<file path="src/rtl/serial_addsub_pkg.sv">
// Shared types and opcode constants for the bit-serial add/subtract unit.
package serial_addsub_pkg;

  typedef enum logic [1:0] {
    IDLE = 2'd0,
    RUN  = 2'd1,
    DONE = 2'd2
  } state_t;

  localparam logic OP_ADD = 1'b0;
  localparam logic OP_SUB = 1'b1;

endpackage

</file>
<file path="src/rtl/full_adder_1bit.sv">
// Single-bit full adder cell shared by the ripple and bit-serial adders.
module full_adder_1bit (
  input  logic a,
  input  logic b,
  input  logic c_in,
  output logic sum,
  output logic c_out
);

  assign sum   = a ^ b ^ c_in;
  assign c_out = (a & b) | (c_in & (a ^ b));

endmodule

</file>
<file path="src/rtl/serial_addsub.sv">
// Bit-serial add/subtract: one full adder plus a carry flop, LSB first,
// with valid/ready handshakes on both the operand and result sides.
module serial_addsub
  import serial_addsub_pkg::*;
#(
  parameter int WIDTH = 4
) (
  input  logic             clk,
  input  logic             reset,
  input  logic             start_valid,
  output logic             start_ready,
  input  logic [WIDTH-1:0] a_in,
  input  logic [WIDTH-1:0] b_in,
  input  logic             sub,
  output logic             result_valid,
  input  logic             result_ready,
  output logic [WIDTH-1:0] result,
  output logic             c_out,
  output logic             overflow,
  output logic             zero
);

  localparam int CNT_W = (WIDTH > 1) ? $clog2(WIDTH) : 1;
  localparam logic [CNT_W-1:0] LAST_BIT = CNT_W'(WIDTH - 1);

  state_t           state;
  logic [WIDTH-1:0] a_sh;
  logic [WIDTH-1:0] b_sh;
  logic [WIDTH-1:0] res_sh;
  logic             carry;
  logic [CNT_W-1:0] cnt;

  logic             fa_sum;
  logic             fa_cout;
  logic [WIDTH-1:0] res_next;

  full_adder_1bit u_fa (
    .a     (a_sh[0]),
    .b     (b_sh[0]),
    .c_in  (carry),
    .sum   (fa_sum),
    .c_out (fa_cout)
  );

  // Sum bits enter at the MSB so after WIDTH shifts bit 0 lands at the LSB.
  assign res_next    = {fa_sum, res_sh[WIDTH-1:1]};
  assign start_ready = (state == IDLE) && !reset;

  always_ff @(posedge clk) begin
    if (reset) begin
      state        <= IDLE;
      a_sh         <= '0;
      b_sh         <= '0;
      res_sh       <= '0;
      carry        <= 1'b0;
      cnt          <= '0;
      result       <= '0;
      c_out        <= 1'b0;
      overflow     <= 1'b0;
      zero         <= 1'b0;
      result_valid <= 1'b0;
    end else begin
      unique case (state)
        IDLE: begin
          if (start_valid) begin
            // Subtraction is A + ~B + 1; the +1 rides in as the initial carry.
            a_sh  <= a_in;
            b_sh  <= (sub == OP_SUB) ? ~b_in : b_in;
            carry <= sub;
            cnt   <= '0;
            state <= RUN;
          end
        end
        RUN: begin
          a_sh   <= a_sh >> 1;
          b_sh   <= b_sh >> 1;
          res_sh <= res_next;
          carry  <= fa_cout;
          if (cnt == LAST_BIT) begin
            result       <= res_next;
            c_out        <= fa_cout;
            overflow     <= carry ^ fa_cout;
            zero         <= (res_next == '0);
            result_valid <= 1'b1;
            state        <= DONE;
          end else begin
            cnt <= cnt + 1'b1;
          end
        end
        DONE: begin
          if (result_ready) begin
            result_valid <= 1'b0;
            state        <= IDLE;
          end
        end
        default: state <= IDLE;
      endcase
    end
  end

endmodule

</file>
<file path="config.mk">
export PLATFORM = sky130hd
export DESIGN_NAME = serial_addsub
export DESIGN_NICKNAME = d
export VERILOG_FILES = /design/src/rtl/serial_addsub_pkg.sv /design/src/rtl/full_adder_1bit.sv /design/src/rtl/serial_addsub.sv
export SDC_FILE = /design/constraint.sdc
export NUM_CORES = 1
export LEC_CHECK = 0
export BUFFER_PORTS_ARGS = -buffer_cell sky130_fd_sc_hd__buf_4
export CORE_MARGIN = 2
export CORE_UTILIZATION = 50
export CTS_CLUSTER_SIZE = 14
export DETAILED_ROUTE_END_ITERATION = 16
export GPL_TIMING_DRIVEN = 0
export HOLD_SLACK_MARGIN = 0.12
export PLACE_DENSITY = 0.73
export SETUP_SLACK_MARGIN = 0.3
export SYNTH_ARGS = -nofsm -noshare
export SYNTH_HDL_FRONTEND = slang
export SYNTH_SLANG_ARGS = --single-unit
</file>
<file path="constraint.sdc">
create_clock -name clk -period 1.88 [get_ports clk]
set_clock_uncertainty 0.05 [all_clocks]
set_input_delay 0.376 -clock clk [delete_from_list [all_inputs] [get_ports clk]]
set_output_delay 0.376 -clock clk [all_outputs]
set_load 0.02 [all_outputs]
</file>
## After elaboration in Yosys (flattened, before gate mapping)

Cells that the tools add are included.

- Register bits: 25
- Input bits: 13
- Output and inout port bits: 9
- Logic and storage cells: 54

- $add $sub $neg: 1
- Eq/ne operators: 7
- Multiplexer cells: 17
- Bitwise operators: 7
- Reduce and logical (&&, ||, !) cells: 11

Operators with widths:

| operator | number |
|---|---|
| 4-bit case mux with 2 select lines | 2 |
| 4-bit two-way mux | 3 |
| 2-bit two-way mux | 5 |
| 3-bit AND reduction | 3 |
| 2-bit inequality test, second input constant | 4 |
| 2-bit case mux with 3 select lines | 1 |
| 2-bit equality test, second input constant | 2 |
| 4-bit logical NOT | 1 |
| 4-bit inverter | 1 |
| 1-bit case mux with 2 select lines | 2 |
| 2-bit case mux with 2 select lines | 1 |
| 2-bit AND reduction | 2 |
| 2-bit nonzero test | 2 |
| 1-bit two-way mux | 3 |
| 1-bit XOR | 3 |
| 2-bit by 1-bit adder with 2-bit output, second input constant | 1 |
| 1-bit AND | 2 |
| 2-bit by 1-bit equality test with 1-bit output, second input constant | 1 |
| 2-bit logical NOT | 1 |
| 1-bit logical AND | 1 |
| 1-bit logical NOT | 1 |
| 1-bit OR | 1 |

## Logic depth before layout (Yosys ltp)

- Depth in word-level cells: 4
- Mapped depth: 5
- Gate-level depth less buffers: 4

## Modules after synthesis

From an unflattened synthesis, not the netlist that was laid out.

- Cells, all modules: 122
- Area total of the unflattened synthesis: 1,096.1 um^2

By module, submodules not included:

| module | instances | cells each | area an instance (um^2) | sequential area each (um^2) |
|---|---|---|---|---|
| serial_addsub | 1 | 121 | 1,076.0 | 480.5 |
| full_adder_1bit | 1 | 1 | 20.0 | 0.0 |

## Worst setup path before layout

OpenSTA, ideal clock, no wires.

- Kind: input port to output port
- From: input reset
- To: output start_ready
- Arrival time: 1,198 ps
- Path slack: 256 ps
- Cell stages on the path: 3
- Path buffers: 2
- Cells stage by stage: clkbuf_1 clkbuf_1 nor3_1

- Longest elaborated chain between the ends: 2

Ends and longest elaborated chain:

| what | RTL line | text |
|---|---|---|
| start: declaration | serial_addsub.sv:9 | `input logic reset,` |
| 1-bit logical NOT | serial_addsub.sv:47 | `assign start_ready = (state == IDLE) && !reset;` |
| 1-bit logical AND | serial_addsub.sv:47 |  |
| end: declaration | serial_addsub.sv:11 | `output logic start_ready,` |

No other way between the ends.

## Worst setup path after layout

- From: register state[0]
- To: output start_ready

- Longest elaborated chain between the ends: 2

Ends and longest elaborated chain:

| what | RTL line | text |
|---|---|---|
| start: declaration | serial_addsub.sv:26 | `state_t state;` |
| start signal: assignment | serial_addsub.sv:51 | `state <= IDLE;` |
| start signal: assignment | serial_addsub.sv:71 | `state <= RUN;` |
| start signal: assignment | serial_addsub.sv:85 | `state <= DONE;` |
| 2-bit logical NOT | serial_addsub.sv:47 |  |
| 1-bit logical AND | serial_addsub.sv:47 |  |

No other way between the ends.

==> key figures <==
Status
  • Status: finished clean

Min path
  • Hold endpoint: state[1]
  • Hold Startpoint: result_ready
  • Worst hold path class: input port to flop
  • Hold Crit Depth: 3

Floorplan
  • Ports: 22
  • Starting Density: 51.5%
  • DIE WIDTH: 51.3 um
  • Cell row count: 17
  • Core area: 2170 um2
  • Die extent in y: 51.3 um
  • Die area: 2630 um2

Layout
  • Fill count: 199
  • Fin area: 1380 um2
  • Share of post-route cells with drive strength above 1: 27.1%
  • Commonest cells after routing, fill and taps aside: nor2_1 (25), buf_4 (22), dfxtp_1 (22)
  • Post-route insts no fill: 172
  • Diodes inserted: 0
  • Post-layout net count: 161
  • Most common cell after layout, fill and taps aside: nor2_1
  • Synth-to-Final Area Change: 23.4%

Clocking
  • Clk Latency, worst-skew pair: 0.32 ns
  • TritonCTS Buffers: 3
  • CTS clk-pin slew, worst paths: 0.13 ns
  • CTS Sinks: 24
  • H-Tree Depth: 1
  • CTS max path bufs: 2
  • CTS tree: yes
  • CTS Hold Buffers Added: 0
  • Clock root buffer: clkbuf_4

Setup path
  • Number of buffers and inverters on the critical path: 3
  • Top delay family on crit path: buffers and inverters
  • Critical path peak fanout: 2
  • Arrival time worst endpoint: 1.16 ns
  • WS Path Type: flop to output port
  • CP Capture Type: output port
  • Reg2reg path depth: 4
  • Critical path's largest stage delay: 0.34 ns
  • Worst Path Required: 1.45 ns
  • Worst R2R Start: carry
  • Startpoint Class: flop
  • Worst R2R End: zero
  • Slowest stage cell, crit path: dfxtp_2
  • R2r setup slk: 0.41 ns
  • Worst path cell trace: buf_6 > buf_8 > nor3_2 > buf_4

STA
  • Max-slew violations: 0
  • Hold Vio Cnt, Final: 0
  • Setup Total Neg Slack: 0 ns
  • Highest clock rate: 631 MHz
  • Setup violators final: 0
  • RSZ-0062 raised after global routing: true
  • Post-layout min period: 1.58 ns
  • Worst Max-Slew Pin Slew: 0.421 ns
  • Slew margin rel.: 71.9%
  • Part of the cycle the worst path needs: 84.3%
  • Final setup margin: 0.295 ns

Pwr
  • Logic pwr share: 14.6%
  • Share of power burned in registers: 51.0%
  • Part of the power in the clock network: 34.5%
  • Sw power: 252 uW
  • Peak VDD IR: 0.609 mV
  • Sw frac: 23.3%
  • Static leakage: 0.645 nW
  • P per Cell Area: 785 nW/um2
  • Int Power: 830 uW

Synthesis
  • Synth warn: 0
  • Avg Inst Size Synth: 9.39 um2
  • Sequential share of the synthesized area: 43.0%
  • Cell Area, Synth: 1120 um2
  • Post-synthesis net count: 135
  • Post-synth ARST share: 0%
  • Post-synth EDFFs: 0
  • Number of distinct library cells after synthesis: 29
  • Top FF cell, synth: dfxtp_1
  • Yosys reg bits: 24
  • Synth Instances: 119

Detailed routing
  • Initial drt markers: 10
  • Vias per Instance: 5.12
  • DR WL/cell: 12.2 um
  • Initial DRT Pass Iterations: 4
  • DR DRC count: 0
  • DRT Wirelength: 2090 um
  • Detail Route Antenna Nets: 0
  • Via Count: 881

Place
  • Detailed Place HPWL: 1530 um
  • Placed inst area: 1300 um2
  • IO Port Bufs: 19
  • Cell count after placement: 166
  • Final GP Congestion: 0.736
  • Setup WS pre-CTS: 0.169 ns

Global routing
  • GRT Total Usage: 18.9%
  • Largest net degree at the start of global routing: 15
  • First-pass GRT wire length: 3760 um
  • Total gr overflow: 0
  • Initial antenna violation count: 0
  • Vias in the first global route: 876

Flow run
  • Number of max-cap violations: 0
==> synthesized netlist by cell type, types with 2 or more instances <==
cell type  count  area, um2
nor3_1         2       10.0
nor4_1         3       18.8
dfxtp_1       24        480
o21ai_0        2       10.0
a31oi_1        2       12.5
a21oi_1        5       25.0
clkbuf_1       3       11.3
nand3_1        3       15.0
buf_4          2       15.0
nand2_1        5       18.8
a211oi_1       4       30.0
mux2i_1       15        150
buf_6          3       33.8
ha_1           2       25.0
xor2_1         5       43.8
buf_2          2       10.0
nor2_1        25       93.8
==> metrics by stage <==
stage                     power [mW]  utilization, %  hold slack [ns]
after CTS                       1.09            63.5            0.257
final                           1.08            63.6            0.267
after global placement         0.708            59.9            0.392
after global routing            1.12            63.6            0.272
after floorplan                0.667               -            0.382
after detailed placement       0.713            59.9            0.403
==> worst max-delay path by stage <==
stage | startpoint | to | slack (ns) | depth (start not counted)
5_1_grt | state[0] | start_ready | 0.26 | 4
2_1_floorplan | reset | start_ready | 0.43 | 3
3_3_place_gp | reset | start_ready | 0.16 | 4
6_report | state[0] | start_ready | 0.30 | 4
4_1_cts | state[0] | start_ready | 0.28 | 4
3_5_place_dp | reset | start_ready | 0.17 | 4
==> worst min-delay path: cells and delay by family <==
family | cells | cell delay, ns
AO/OA/AOI/OAI | 1 | 0.05
buffers and inverters | 1 | 0.08
AND/OR/NAND/NOR | 1 | 0.09
==> power groups by stage <==
stage | Clock, mW | Combinational (mW) | Sequential (mW)
2_1_floorplan | 0 | 0.109 | 0.559
3_3_place_gp | 0 | 0.146 | 0.562
3_5_place_dp | 0 | 0.150 | 0.563
4_1_cts | 0.383 | 0.159 | 0.552
5_1_grt | 0.392 | 0.177 | 0.556
6_report | 0.373 | 0.158 | 0.552
==> registers in the layout, summed over array words and instances, names as in the netlist, 2 cells and up <==
| name | flops |
|---|---|
| state | 2 |
| a_sh | 4 |
| b_sh | 4 |
| res_sh | 3 |
| result | 4 |
| cnt | 2 |
==> logic make-up (layout without fill, tap and decap cells) <==
logic type / Yosys count / in the layout / synth area share [%]
compound gates: 15 / 15 / 8.51
xor+xnor: 5 / 5 / 3.92
fa+ha+maj: 3 / 3 / 4.03
buf+inv: 11 / 36 / 6.61
flops: 24 / 24 / 43.0
mux: 15 / 15 / 13.4
simple gates: 46 / 46 / 20.5
==> cell type report <==
cell class	count	area [um2]	share of cell area, %
Inverter	1	3.75	0.272
Sequential cell	24	483	35.0
Buffer	10	78.8	5.72
Tap cell	28	35.0	2.54
Clock inverter	1	30.0	2.18
Clock buffer	3	22.5	1.63
Timing Repair Buffer	21	158	11.4
Multi-Input combinational cell	84	568	41.2
==> metal layers <==
layer  up-vias  track usage (%)  share of wire [%]
met2        17             32.9                 49
met4         0             9.21                1.5
li1        456                -                  -
met5         -                0                  0
met3         4             2.63                3.2
met1       404             22.8                 47
==> repair_timing <==
action | 4_1_cts | 5_1_grt
endpoints found under the setup margin | 1 | 1
gates resized for setup | 4 | 2
pin swaps | 1 | 0
setup buffers | 2 | 0
Note: power is estimated with default switching activity, not from simulation.
